--- src/rtl/dma_param_regs_mc.sv ---
// Multi-channel Avalon-MM register file for the AI DMA engines.
// Optional DMA_PARAM_SHADOW_EN: parameters are staged and applied on start.
module dma_param_regs_mc #(
    parameter  int CH_BITS  = 1,
    parameter  int ADDR_W   = 32,
    parameter  int LEN_W    = 16,
    parameter  int COEF_W   = 8,
    localparam int CHANNELS = 2 ** CH_BITS
) (
    input  logic                       clk,
    input  logic                       rst,
    input  logic                       avs_s0_write,
    input  logic                       avs_s0_read,
    input  logic [CH_BITS+3:0]         avs_s0_address,
    input  logic [31:0]                avs_s0_writedata,
    output logic [31:0]                avs_s0_readdata,
    output logic                       avm_s0_irq,
    input  logic [CHANNELS-1:0]        done,
    output logic [CHANNELS-1:0]        start,
    output logic [CHANNELS-1:0]        busy,
    output logic [CHANNELS*ADDR_W-1:0] start_addr_block,
    output logic [CHANNELS*ADDR_W-1:0] stop_addr_block,
    output logic [CHANNELS*ADDR_W-1:0] start_addr_read,
    output logic [CHANNELS*LEN_W-1:0]  data_len,
    output logic [CHANNELS*LEN_W-1:0]  line_width,
    output logic [CHANNELS*LEN_W-1:0]  region_width,
    output logic [CHANNELS*COEF_W-1:0] minimum1,
    output logic [CHANNELS*COEF_W-1:0] minimum2,
    output logic [CHANNELS*COEF_W-1:0] wage1,
    output logic [CHANNELS*COEF_W-1:0] wage2,
    output logic [CHANNELS-1:0]        shift
);

    localparam logic [31:0] ID_VAL = 32'h444D_0200 | 32'(CHANNELS);

    // control / status state
    logic [CHANNELS-1:0] r_start;
    logic [CHANNELS-1:0] r_busy;
    logic [CHANNELS-1:0] r_pend;
    logic [CHANNELS-1:0] r_ip;
    logic [CHANNELS-1:0] r_ie;
    logic [31:0]         r_rdata;

    // active parameter registers driving the DMA cores
    logic [CHANNELS-1:0][ADDR_W-1:0] r_sab;
    logic [CHANNELS-1:0][ADDR_W-1:0] r_eab;
    logic [CHANNELS-1:0][ADDR_W-1:0] r_sar;
    logic [CHANNELS-1:0][LEN_W-1:0]  r_len;
    logic [CHANNELS-1:0][LEN_W-1:0]  r_lw;
    logic [CHANNELS-1:0][LEN_W-1:0]  r_rw;
    logic [CHANNELS-1:0][COEF_W-1:0] r_min1;
    logic [CHANNELS-1:0][COEF_W-1:0] r_min2;
    logic [CHANNELS-1:0][COEF_W-1:0] r_wg1;
    logic [CHANNELS-1:0][COEF_W-1:0] r_wg2;
    logic [CHANNELS-1:0]             r_shift;

    // register view seen by the bus on readback
    logic [CHANNELS-1:0][ADDR_W-1:0] w_q_sab;
    logic [CHANNELS-1:0][ADDR_W-1:0] w_q_eab;
    logic [CHANNELS-1:0][ADDR_W-1:0] w_q_sar;
    logic [CHANNELS-1:0][LEN_W-1:0]  w_q_len;
    logic [CHANNELS-1:0][LEN_W-1:0]  w_q_lw;
    logic [CHANNELS-1:0][LEN_W-1:0]  w_q_rw;
    logic [CHANNELS-1:0][COEF_W-1:0] w_q_min1;
    logic [CHANNELS-1:0][COEF_W-1:0] w_q_min2;
    logic [CHANNELS-1:0][COEF_W-1:0] w_q_wg1;
    logic [CHANNELS-1:0][COEF_W-1:0] w_q_wg2;
    logic [CHANNELS-1:0]             w_q_shift;

    logic [CH_BITS-1:0]  w_ch;
    logic [3:0]          w_off;
    logic [CHANNELS-1:0] w_sel;
    logic [CHANNELS-1:0] w_ctrl_wr;
    logic [CHANNELS-1:0] w_req;
    logic [CHANNELS-1:0] w_w1c;
    logic [CHANNELS-1:0] w_launch;
    logic [31:0]         w_rdata;

    assign w_ch  = avs_s0_address[CH_BITS+3:4];
    assign w_off = avs_s0_address[3:0];

    // per-channel write decode and start launch condition
    always_comb begin
        w_sel     = '0;
        w_ctrl_wr = '0;
        w_req     = '0;
        w_w1c     = '0;
        w_launch  = '0;
        for (int c = 0; c < CHANNELS; c++) begin
            w_sel[c]     = avs_s0_write && (w_ch == CH_BITS'(c));
            w_ctrl_wr[c] = w_sel[c] && (w_off == 4'd0);
            w_req[c]     = w_ctrl_wr[c] && avs_s0_writedata[0];
            w_w1c[c]     = w_ctrl_wr[c] && avs_s0_writedata[1];
            // a queued or same-cycle request restarts on done
            if (r_busy[c]) begin
                w_launch[c] = done[c] && (r_pend[c] || w_req[c]);
            end else begin
                w_launch[c] = w_req[c];
            end
        end
    end

    // start pulse, busy, 1-deep start queue and irq latches
    always_ff @(posedge clk) begin
        if (rst) begin
            r_start <= '0;
            r_busy  <= '0;
            r_pend  <= '0;
            r_ip    <= '0;
            r_ie    <= '0;
        end else begin
            r_start <= w_launch;
            for (int c = 0; c < CHANNELS; c++) begin
                if (w_ctrl_wr[c]) begin
                    r_ie[c] <= avs_s0_writedata[2];
                end
                if (r_busy[c] && done[c]) begin
                    r_ip[c] <= 1'b1;
                end else if (w_w1c[c]) begin
                    r_ip[c] <= 1'b0;
                end
                if (r_busy[c]) begin
                    if (done[c]) begin
                        r_pend[c] <= 1'b0;
                        if (!(r_pend[c] || w_req[c])) begin
                            r_busy[c] <= 1'b0;
                        end
                    end else if (w_req[c]) begin
                        r_pend[c] <= 1'b1;
                    end
                end else if (w_req[c]) begin
                    r_busy[c] <= 1'b1;
                end
            end
        end
    end

`ifdef DMA_PARAM_SHADOW_EN
    logic [CHANNELS-1:0][ADDR_W-1:0] r_s_sab;
    logic [CHANNELS-1:0][ADDR_W-1:0] r_s_eab;
    logic [CHANNELS-1:0][ADDR_W-1:0] r_s_sar;
    logic [CHANNELS-1:0][LEN_W-1:0]  r_s_len;
    logic [CHANNELS-1:0][LEN_W-1:0]  r_s_lw;
    logic [CHANNELS-1:0][LEN_W-1:0]  r_s_rw;
    logic [CHANNELS-1:0][COEF_W-1:0] r_s_min1;
    logic [CHANNELS-1:0][COEF_W-1:0] r_s_min2;
    logic [CHANNELS-1:0][COEF_W-1:0] r_s_wg1;
    logic [CHANNELS-1:0][COEF_W-1:0] r_s_wg2;
    logic [CHANNELS-1:0]             r_s_shift;

    // bus writes land in the shadow set
    always_ff @(posedge clk) begin
        if (rst) begin
            r_s_sab   <= '0;
            r_s_eab   <= '0;
            r_s_sar   <= '0;
            r_s_len   <= '0;
            r_s_lw    <= '0;
            r_s_rw    <= '0;
            r_s_min1  <= '0;
            r_s_min2  <= '0;
            r_s_wg1   <= '0;
            r_s_wg2   <= '0;
            r_s_shift <= '0;
        end else begin
            for (int c = 0; c < CHANNELS; c++) begin
                if (w_sel[c]) begin
                    case (w_off)
                        4'd1: r_s_sab[c] <= avs_s0_writedata[ADDR_W-1:0];
                        4'd2: r_s_eab[c] <= avs_s0_writedata[ADDR_W-1:0];
                        4'd3: r_s_len[c] <= avs_s0_writedata[LEN_W-1:0];
                        4'd4: begin
                            r_s_min1[c]  <= avs_s0_writedata[COEF_W-1:0];
                            r_s_min2[c]  <= avs_s0_writedata[8 +: COEF_W];
                            r_s_shift[c] <= avs_s0_writedata[16];
                        end
                        4'd5: begin
                            r_s_wg1[c] <= avs_s0_writedata[COEF_W-1:0];
                            r_s_wg2[c] <= avs_s0_writedata[8 +: COEF_W];
                        end
                        4'd6: r_s_sar[c] <= avs_s0_writedata[ADDR_W-1:0];
                        4'd8: r_s_lw[c]  <= avs_s0_writedata[LEN_W-1:0];
                        4'd9: r_s_rw[c]  <= avs_s0_writedata[LEN_W-1:0];
                        default: ;
                    endcase
                end
            end
        end
    end

    // shadow copied to outputs on the edge that raises start
    always_ff @(posedge clk) begin
        if (rst) begin
            r_sab   <= '0;
            r_eab   <= '0;
            r_sar   <= '0;
            r_len   <= '0;
            r_lw    <= '0;
            r_rw    <= '0;
            r_min1  <= '0;
            r_min2  <= '0;
            r_wg1   <= '0;
            r_wg2   <= '0;
            r_shift <= '0;
        end else begin
            for (int c = 0; c < CHANNELS; c++) begin
                if (w_launch[c]) begin
                    r_sab[c]   <= r_s_sab[c];
                    r_eab[c]   <= r_s_eab[c];
                    r_sar[c]   <= r_s_sar[c];
                    r_len[c]   <= r_s_len[c];
                    r_lw[c]    <= r_s_lw[c];
                    r_rw[c]    <= r_s_rw[c];
                    r_min1[c]  <= r_s_min1[c];
                    r_min2[c]  <= r_s_min2[c];
                    r_wg1[c]   <= r_s_wg1[c];
                    r_wg2[c]   <= r_s_wg2[c];
                    r_shift[c] <= r_s_shift[c];
                end
            end
        end
    end

    assign w_q_sab   = r_s_sab;
    assign w_q_eab   = r_s_eab;
    assign w_q_sar   = r_s_sar;
    assign w_q_len   = r_s_len;
    assign w_q_lw    = r_s_lw;
    assign w_q_rw    = r_s_rw;
    assign w_q_min1  = r_s_min1;
    assign w_q_min2  = r_s_min2;
    assign w_q_wg1   = r_s_wg1;
    assign w_q_wg2   = r_s_wg2;
    assign w_q_shift = r_s_shift;
`else
    // bus writes update the outputs directly
    always_ff @(posedge clk) begin
        if (rst) begin
            r_sab   <= '0;
            r_eab   <= '0;
            r_sar   <= '0;
            r_len   <= '0;
            r_lw    <= '0;
            r_rw    <= '0;
            r_min1  <= '0;
            r_min2  <= '0;
            r_wg1   <= '0;
            r_wg2   <= '0;
            r_shift <= '0;
        end else begin
            for (int c = 0; c < CHANNELS; c++) begin
                if (w_sel[c]) begin
                    case (w_off)
                        4'd1: r_sab[c] <= avs_s0_writedata[ADDR_W-1:0];
                        4'd2: r_eab[c] <= avs_s0_writedata[ADDR_W-1:0];
                        4'd3: r_len[c] <= avs_s0_writedata[LEN_W-1:0];
                        4'd4: begin
                            r_min1[c]  <= avs_s0_writedata[COEF_W-1:0];
                            r_min2[c]  <= avs_s0_writedata[8 +: COEF_W];
                            r_shift[c] <= avs_s0_writedata[16];
                        end
                        4'd5: begin
                            r_wg1[c] <= avs_s0_writedata[COEF_W-1:0];
                            r_wg2[c] <= avs_s0_writedata[8 +: COEF_W];
                        end
                        4'd6: r_sar[c] <= avs_s0_writedata[ADDR_W-1:0];
                        4'd8: r_lw[c]  <= avs_s0_writedata[LEN_W-1:0];
                        4'd9: r_rw[c]  <= avs_s0_writedata[LEN_W-1:0];
                        default: ;
                    endcase
                end
            end
        end
    end

    assign w_q_sab   = r_sab;
    assign w_q_eab   = r_eab;
    assign w_q_sar   = r_sar;
    assign w_q_len   = r_len;
    assign w_q_lw    = r_lw;
    assign w_q_rw    = r_rw;
    assign w_q_min1  = r_min1;
    assign w_q_min2  = r_min2;
    assign w_q_wg1   = r_wg1;
    assign w_q_wg2   = r_wg2;
    assign w_q_shift = r_shift;
`endif

    // readback mux over the addressed channel
    always_comb begin
        w_rdata = '0;
        case (w_off)
            4'd0: w_rdata = {28'b0, r_pend[w_ch], r_ie[w_ch],
                             r_ip[w_ch], r_busy[w_ch]};
            4'd1: w_rdata = 32'(w_q_sab[w_ch]);
            4'd2: w_rdata = 32'(w_q_eab[w_ch]);
            4'd3: w_rdata = 32'(w_q_len[w_ch]);
            4'd4: w_rdata = {15'b0, w_q_shift[w_ch],
                             8'(w_q_min2[w_ch]), 8'(w_q_min1[w_ch])};
            4'd5: w_rdata = {16'b0, 8'(w_q_wg2[w_ch]), 8'(w_q_wg1[w_ch])};
            4'd6: w_rdata = 32'(w_q_sar[w_ch]);
            4'd8: w_rdata = 32'(w_q_lw[w_ch]);
            4'd9: w_rdata = 32'(w_q_rw[w_ch]);
            4'd15: w_rdata = ID_VAL;
            default: w_rdata = '0;
        endcase
    end

    // read data registered one cycle after the strobe, held otherwise
    always_ff @(posedge clk) begin
        if (rst) begin
            r_rdata <= '0;
        end else if (avs_s0_read) begin
            r_rdata <= w_rdata;
        end
    end

    assign avs_s0_readdata  = r_rdata;
    assign avm_s0_irq       = |(r_ip & r_ie);
    assign start            = r_start;
    assign busy             = r_busy;
    assign start_addr_block = r_sab;
    assign stop_addr_block  = r_eab;
    assign start_addr_read  = r_sar;
    assign data_len         = r_len;
    assign line_width       = r_lw;
    assign region_width     = r_rw;
    assign minimum1         = r_min1;
    assign minimum2         = r_min2;
    assign wage1            = r_wg1;
    assign wage2            = r_wg2;
    assign shift            = r_shift;

endmodule

--- config.mk ---
export PLATFORM = sky130hd
export DESIGN_NAME = dma_param_regs_mc
export DESIGN_NICKNAME = d
export VERILOG_FILES = /design/src/rtl/dma_param_regs_mc.sv
export SDC_FILE = /design/constraint.sdc
export NUM_CORES = 1
export LEC_CHECK = 0
export BUFFER_PORTS_ARGS = -buffer_cell sky130_fd_sc_hd__buf_2
export CORE_UTILIZATION = 45
export DETAILED_ROUTE_END_ITERATION = 8
export MAX_ROUTING_LAYER = met4
export PLACE_DENSITY = 0.82
export SYNTH_ARGS = -nofsm -noshare
export SYNTH_HDL_FRONTEND = slang
export SYNTH_SLANG_ARGS = --single-unit
--- constraint.sdc ---
create_clock -name clk -period 4.5 [get_ports clk]
set_clock_uncertainty 0.15 [all_clocks]
set_input_delay 0.9 -clock clk [delete_from_list [all_inputs] [get_ports clk]]
set_output_delay 0.9 -clock clk [all_outputs]
set_load 0.01 [all_outputs]
==> results of run 1 <==
per-stage QoR:
step | instance area, um^2 | utilization (%) | worst slack [ps] | total power (W)
6_report | 20380 | 55.81 | 1555 | 0.007688
5_1_grt | 20380 | 55.80 | 1434 | 0.007849
4_1_cts | 20380 | 55.80 | 1615 | 0.007675
3_5_place_dp | 18930 | 51.84 | 1046 | 0.004067
3_3_place_gp | 18930 | 51.84 | 1145 | 0.004059
2_1_floorplan | 16630 | - | 1849 | 0.003886
Yosys cell counts, types with 9 or more instances:
library cell    n
nor4_1         11
mux2i_1       154
or2_2           9
a22oi_1         9
nor2_1         23
clkbuf_1      146
o22ai_1        69
o21ai_1        20
dfxtp_1       396
a21oi_1       371
buf_2          38
o21ai_0        14
nand2_1       755
a221oi_1       11
worst max-delay path, cell delays in order:
cell and delay (ps):
buf_2 230, or4b_1 1010, nor2_4 560, buf_4 310
nand2_1 80, a21oi_1 160
layout make-up:
type,count,share of cell area [%]
Timing Repair Buffer,471,12.25
Inverter,6,0.1105
Clock buffer,59,5.868
Clock inverter,18,1.228
Antenna cell,1,0.01228
Sequential cell,396,38.89
Multi-Input combinational cell,1524,38.76
Tap cell,468,2.873
routing by layer:
metal / routed length, um / share of wire (%) / track usage (%)
met1: 26090 / 36 / 44.02
met5: 0 / 0 / -
met2: 32740 / 45 / 59.67
met3: 8570 / 12 / 9.602
met4: 4666 / 6.5 / 21.52
kinds of logic (layout without fill, tap and decap cells):
kind of cell           after synthesis  in the layout
and+or+nand+nor                    843            843
AOI/OAI and AO/OA                  527            527
DFF                                396            396
buffers and inverters              202            554
muxes                              154            154
other                                0              1
worst max path at each step:
stage | to | slack (ps) | startpoint
global route | region_width[26]$_SDFFE_PP0P_ | 1430 | avs_s0_address[3]
floorplan | avs_s0_readdata[3]$_SDFFE_PP0P_ | 1850 | avs_s0_address[3]
CTS | stop_addr_block[36]$_SDFFE_PP0P_ | 1610 | avs_s0_address[2]
finish | stop_addr_block[36]$_SDFFE_PP0P_ | 1560 | avs_s0_address[2]
detailed placement | stop_addr_block[36]$_SDFFE_PP0P_ | 1050 | avs_s0_address[2]
global placement | stop_addr_block[44]$_SDFFE_PP0P_ | 1140 | avs_s0_address[2]
layout by cell type (no fill, tap or decap), types with 6 or more instances in the layout:
master / netlist / layout
a21oi_1: 371 / 371
clkbuf_16: 0 / 43
nand2_1: 755 / 755
o22ai_1: 69 / 69
nand2b_1: 7 / 7
nor2_4: 2 / 6
clkinv_2: 0 / 9
a22oi_1: 9 / 9
nor2_1: 23 / 18
a22o_1: 7 / 7
buf_4: 6 / 36
o211ai_1: 7 / 7
clkbuf_1: 146 / 10
inv_1: 6 / 6
dfxtp_1: 396 / 396
clkbuf_8: 0 / 6
o21ai_1: 20 / 20
nor3_1: 6 / 6
a32o_1: 6 / 6
or2_2: 9 / 9
nor4_1: 11 / 11
mux2i_1: 154 / 154
a221oi_1: 11 / 11
o21ai_0: 14 / 14
buf_2: 38 / 431
bufinv_16: 0 / 6
power by group through the flow:
stage          Combinational, W  Clock, W  Sequential, W
4_1_cts                0.000436   0.00368        0.00355
3_5_place_dp           0.000435         0        0.00363
3_3_place_gp           0.000429         0        0.00363
2_1_floorplan          0.000245         0        0.00364
5_1_grt                0.000463   0.00383        0.00356
6_report               0.000450   0.00368        0.00355
registers in the layout, indices dropped and copies added, names as in the netlist, 16 cells and up:
register          cells
data_len             32
start_addr_block     64
wage1                16
avs_s0_readdata      32
minimum1             16
line_width           32
start_addr_read      64
minimum2             16
stop_addr_block      64
wage2                16
region_width         32
==> flow_summary.ini, run 1 <==
[synthesis]
synth_xor_area_share_pct = 0
synth_top_family_by_area = simple AND/OR/NAND/NOR gates
synth.avg_cell_area_um2 = 7.836
synth_compound_area_share_pct = 17.50
syn_inst = 2122
synth_seq_area_share_pct = 47.68
yosysTopAreaCell = dfxtp_1
synth_warnings = 0
synth_top_area_share_pct = 47.68
synth_edf_count = 0
yosys-mux-area-fraction_pct = 9.271
synth_area_mm2 = 0.01663
ys_types = 43
ys.flop_type = dfxtp_1
synth.top_cells.by_area = dfxtp_1 48%, nand2_1 17%, a21oi_1 11%
synthSimpleGateAreaFrac_pct = 20.43
synth_adder_area_share_pct = 0
synth_nets = 2165
synth-async-reset-ratio_pct = 0
ys_seq_elements = 396

[sta]
drv_slew = 0
hold_violations = 0
finalHoldWorstSlack_ps = 293.7
setup_viol = 0
rsz0062_at_grt = false
worst_pin_slew_ps = 1149
fin_tns_setup_ps = 0
fin_crit_sh_pct = 65.44
maxSlewHeadroom_pct = 23.10
period_needed_ps = 2945
clock.fmax_mhz = 339.6

[layout]
drive_above_1_share_pct = 22.80
final_cells = 2943
fill_cells = 3402
seq_area_mm2 = 0.007928
nets = 2484
area_growth_pct = 22.59
multi_input_area_mm2 = 0.007901

[clock_tree]
clkTransAtPathRegs_ps = 60
cts_made_buffers = 42
cts_hold_buffers = 0
clockBufferDepth = 3
clockRootBuffer = clkbuf_16
cts_setup_buffers = 0
clock-sinks = 396
cts-resized-gates = 0
cts_tree = yes
clk-insertion-delay-late_ps = 580
h-tree-depth = 2

[global_routing]
grt-ovfl-total = 0
antenna_found_initial = 0
first_global_vias = 15994
grt_util_all_layers_pct = 37.92
grt_pass1_wl_mm = 104.0
grt_max_degree = 154

[die]
fp.dieW_um = 194.2
die_h_um = 194.2
dieArea_mm2 = 0.03772
rows = 70
start_util_pct = 45.53
ios = 434
design.core.area_mm2 = 0.03652

[pwr]
pwr-share-seq_pct = 46.2
ir_worst_vdd_v = 0.0003049
power.switching_w = 0.001835
p_leak_nw = 8.287
p_int_w = 0.005853
p_per_area_mw_per_mm2 = 377.2
swShare_pct = 23.87
power_frac_clock_pct = 47.9
combPwrFrac_pct = 5.9

[route]
drc = 0
avgRoutedWirePerCell_um = 24.49
dr.pass1.iters = 8
via_per_inst = 5.968
ant_nets = 0
drt-total-wl_mm = 72.06
num_vias = 17563
drt_iter0_markers = 2065

[worst_setup_path]
rr_endpoint = avs_s0_readdata[5]$_SDFFE_PP0P_
cp.required_ps = 4840
start_kind = input pin
crit_fanout = 20
rr_startpoint = start_addr_block[37]$_SDFFE_PP0P_
worstSetupPathType = in2reg
crit_arrival_ps = 3280
r2r_setup_slack_ps = 2900
reg2regPathDepth = 4
endpoint_kind = register

[worst_hold_path]
whs_endpoint = avs_s0_readdata[24]$_SDFFE_PP0P_
hold_start = avs_s0_readdata[24]$_SDFFE_PP0P_
hp-class = reg2reg
hold_path_depth = 2

[placed_design]
place.port_buffers = 433
place.gp.congestion = 0.9306
dpl.hpwl_mm = 50.95
dp_cells = 2865

[run_status]
outcome = finished, final reports clean

[job]
drv_cap = 0
(Power assumes the default switching activity.)
==> run 2, diff against run 1 <==
Settings changed: ABC_AREA set to 1, PLACE_DENSITY 0.82 to 0.84.
Clock period 4.5 ns to 2.4 ns, I/O delays scaled along.
==> flow_summary.ini, run 2 <==
[die]
fp.dieW_um = 199.3
ios = 434
rows = 71
start_util_pct = 46.06
design.core.area_mm2 = 0.03802
dieArea_mm2 = 0.03971
die_h_um = 199.3

[clock_tree]
cts-resized-gates = 0
cts_hold_buffers = 0
clock-sinks = 396
cts_tree = yes
h-tree-depth = 2
clockRootBuffer = clkbuf_16
cts_setup_buffers = 0
clockBufferDepth = 3
clkTransAtPathRegs_ps = 60
cts_made_buffers = 43
clk-insertion-delay-late_ps = 570

[layout]
area_growth_pct = 21.86
fill_cells = 3669
final_cells = 3407
layout_common_cells = 699 x nand2_1, 431 x buf_2, 406 x a21oi_1
final_common_cell = nand2_1
final_design_area_no_fill_mm2 = 0.02134
multi_input_area_mm2 = 0.007802
drive_above_1_share_pct = 20.01
final_util_pct = 56.12
seq_area_mm2 = 0.007928
nets = 2908

[synthesis]
yosys-top-cells-count = 702 x nand2_1, 406 x a21oi_1, 396 x dfxtp_1
synth-async-reset-ratio_pct = 0
yosysMostFrequentCell = nand2_1
synth_area_mm2 = 0.01751
synth_warnings = 0
synth_top_area_share_pct = 45.27
synth_nets = 2578
synth.top_cells.by_area = dfxtp_1 45%, nand2_1 15%, a21oi_1 12%
ys_seq_elements = 396
synth_edf_count = 0
yosysTopAreaCell = dfxtp_1
syn_inst = 2535
synth.avg_cell_area_um2 = 6.908
ys_types = 23
ys.flop_type = dfxtp_1
synth_seq_area_share_pct = 45.27

[pwr]
pwr-share-seq_pct = 47.6
p_int_w = 0.01050
combPwrFrac_pct = 6.8
power_frac_clock_pct = 45.5
p_per_area_mw_per_mm2 = 657.8
p_leak_nw = 8.870
swShare_pct = 25.17
power.switching_w = 0.003533
ir_worst_vdd_v = 0.0005060

[worst_setup_path]
crit_fanout = 3
endpoint_kind = output pin
reg2regPathDepth = 8
cp-endpoint = avm_s0_irq
cp.required_ps = 1770
rr_endpoint = avs_s0_readdata[12]$_SDFFE_PP0P_
crit_start = r_ie[0]$_SDFFE_PP0N_
start_kind = register
rr_startpoint = wage2[4]$_SDFFE_PP0P_
crit_arrival_ps = 1340
worstSetupPathType = reg2out
r2r_setup_slack_ps = 870

[route]
dr.pass1.iters = 5
drt_iter0_markers = 2123
drt-total-wl_mm = 68.17
num_vias = 19083
via_per_inst = 5.601
drc = 0
ant_nets = 0
avgRoutedWirePerCell_um = 20.01

[sta]
clock.fmax_mhz = 508.9
period_needed_ps = 1965
worst_pin_slew_ps = 699.3
setup_viol = 0
fin_tns_setup_ps = 0
rsz0062_at_grt = false
drv_slew = 0
maxSlewHeadroom_pct = 53.38
fin_crit_sh_pct = 81.88
timing.final.ws_setup_ps = 434.8
hold_violations = 0

[placed_design]
dpl.hpwl_mm = 46.64
placed_area_mm2 = 0.02002
place.gp.congestion = 0.9751
place.port_buffers = 433
post-place-ws_ps = 190.8
dp_cells = 3331

[run_status]
outcome = finished, final reports clean

[worst_hold_path]
hp-class = in2reg

[job]
drv_cap = 0

[global_routing]
antenna_found_initial = 3
grt_max_degree = 114
grt_util_all_layers_pct = 34.27
first_global_vias = 16715
grt_pass1_wl_mm = 100.9
grt-ovfl-total = 0
run 2: per-layer routing:
layer	routed length, um	vias to the layer above	track usage, %
li1	-	8940	-
met1	27700	8724	45.77
met2	28360	1222	47.36
met3	8893	197	10.16
met4	3221	0	15.19
met5	0	-	-
run 2: cell families (layout without fill, tap and decap cells):
| logic type | Yosys count | after routing | share of synthesized area [%] |
|---|---|---|---|
| simple gates | 977 | 977 | 22.75 |
| compound gates | 755 | 755 | 21.68 |
| buf+inv | 407 | 766 | 10.30 |
| flops | 396 | 396 | 45.27 |
| other cells | 0 | 2 | 0 |
run 2: stage by stage:
step	total power, W	hold WS (ps)
after floorplan	0.007374	296.2
after global placement	0.007748	295.6
after detailed placement	0.007757	303.2
after CTS	0.01405	28.32
after global routing	0.01442	55.35
final	0.01404	58.51
run 2: area by class of cell:
class | instances | area share [%]
clock buffers | 66 | 5.734
inverters | 195 | 3.465
clock inverters | 8 | 0.4104
diodes | 2 | 0.02345
repair buffers | 497 | 13.66
flip-flops and latches | 396 | 37.15
well taps | 511 | 2.996
multi-input cells | 1732 | 36.56
run 2: power groups by stage:
stage / logic, W / registers [W] / clock network, W
6_report: 0.000961 / 0.00668 / 0.00639
5_1_grt: 0.00103 / 0.00668 / 0.00670
2_1_floorplan: 0.000526 / 0.00685 / 0
4_1_cts: 0.000935 / 0.00668 / 0.00643
3_3_place_gp: 0.000924 / 0.00682 / 0
3_5_place_dp: 0.000931 / 0.00683 / 0
run 2: worst max-delay path, cell delays in order (launching register included):
cell and delay (ps):
dfxtp_1 310, inv_1 50, o21ai_0 220, buf_2 190
run 2: worst min-delay path by stage:
stage | startpoint | end | cells past startpoint | slack [ps]
6_report | done[1] | busy[1]$_SDFF_PP0_ | 4 | 60
5_1_grt | rst | start_addr_read[52]$_SDFFE_PP0P_ | 2 | 60
4_1_cts | rst | start_addr_block[49]$_SDFFE_PP0P_ | 2 | 30
3_5_place_dp | stop_addr_block[29]$_SDFFE_PP0P_ | stop_addr_block[29]$_SDFFE_PP0P_ | 2 | 300
3_3_place_gp | stop_addr_block[1]$_SDFFE_PP0P_ | stop_addr_block[1]$_SDFFE_PP0P_ | 2 | 300
2_1_floorplan | r_ie[0]$_SDFFE_PP0N_ | r_ie[0]$_SDFFE_PP0N_ | 2 | 300
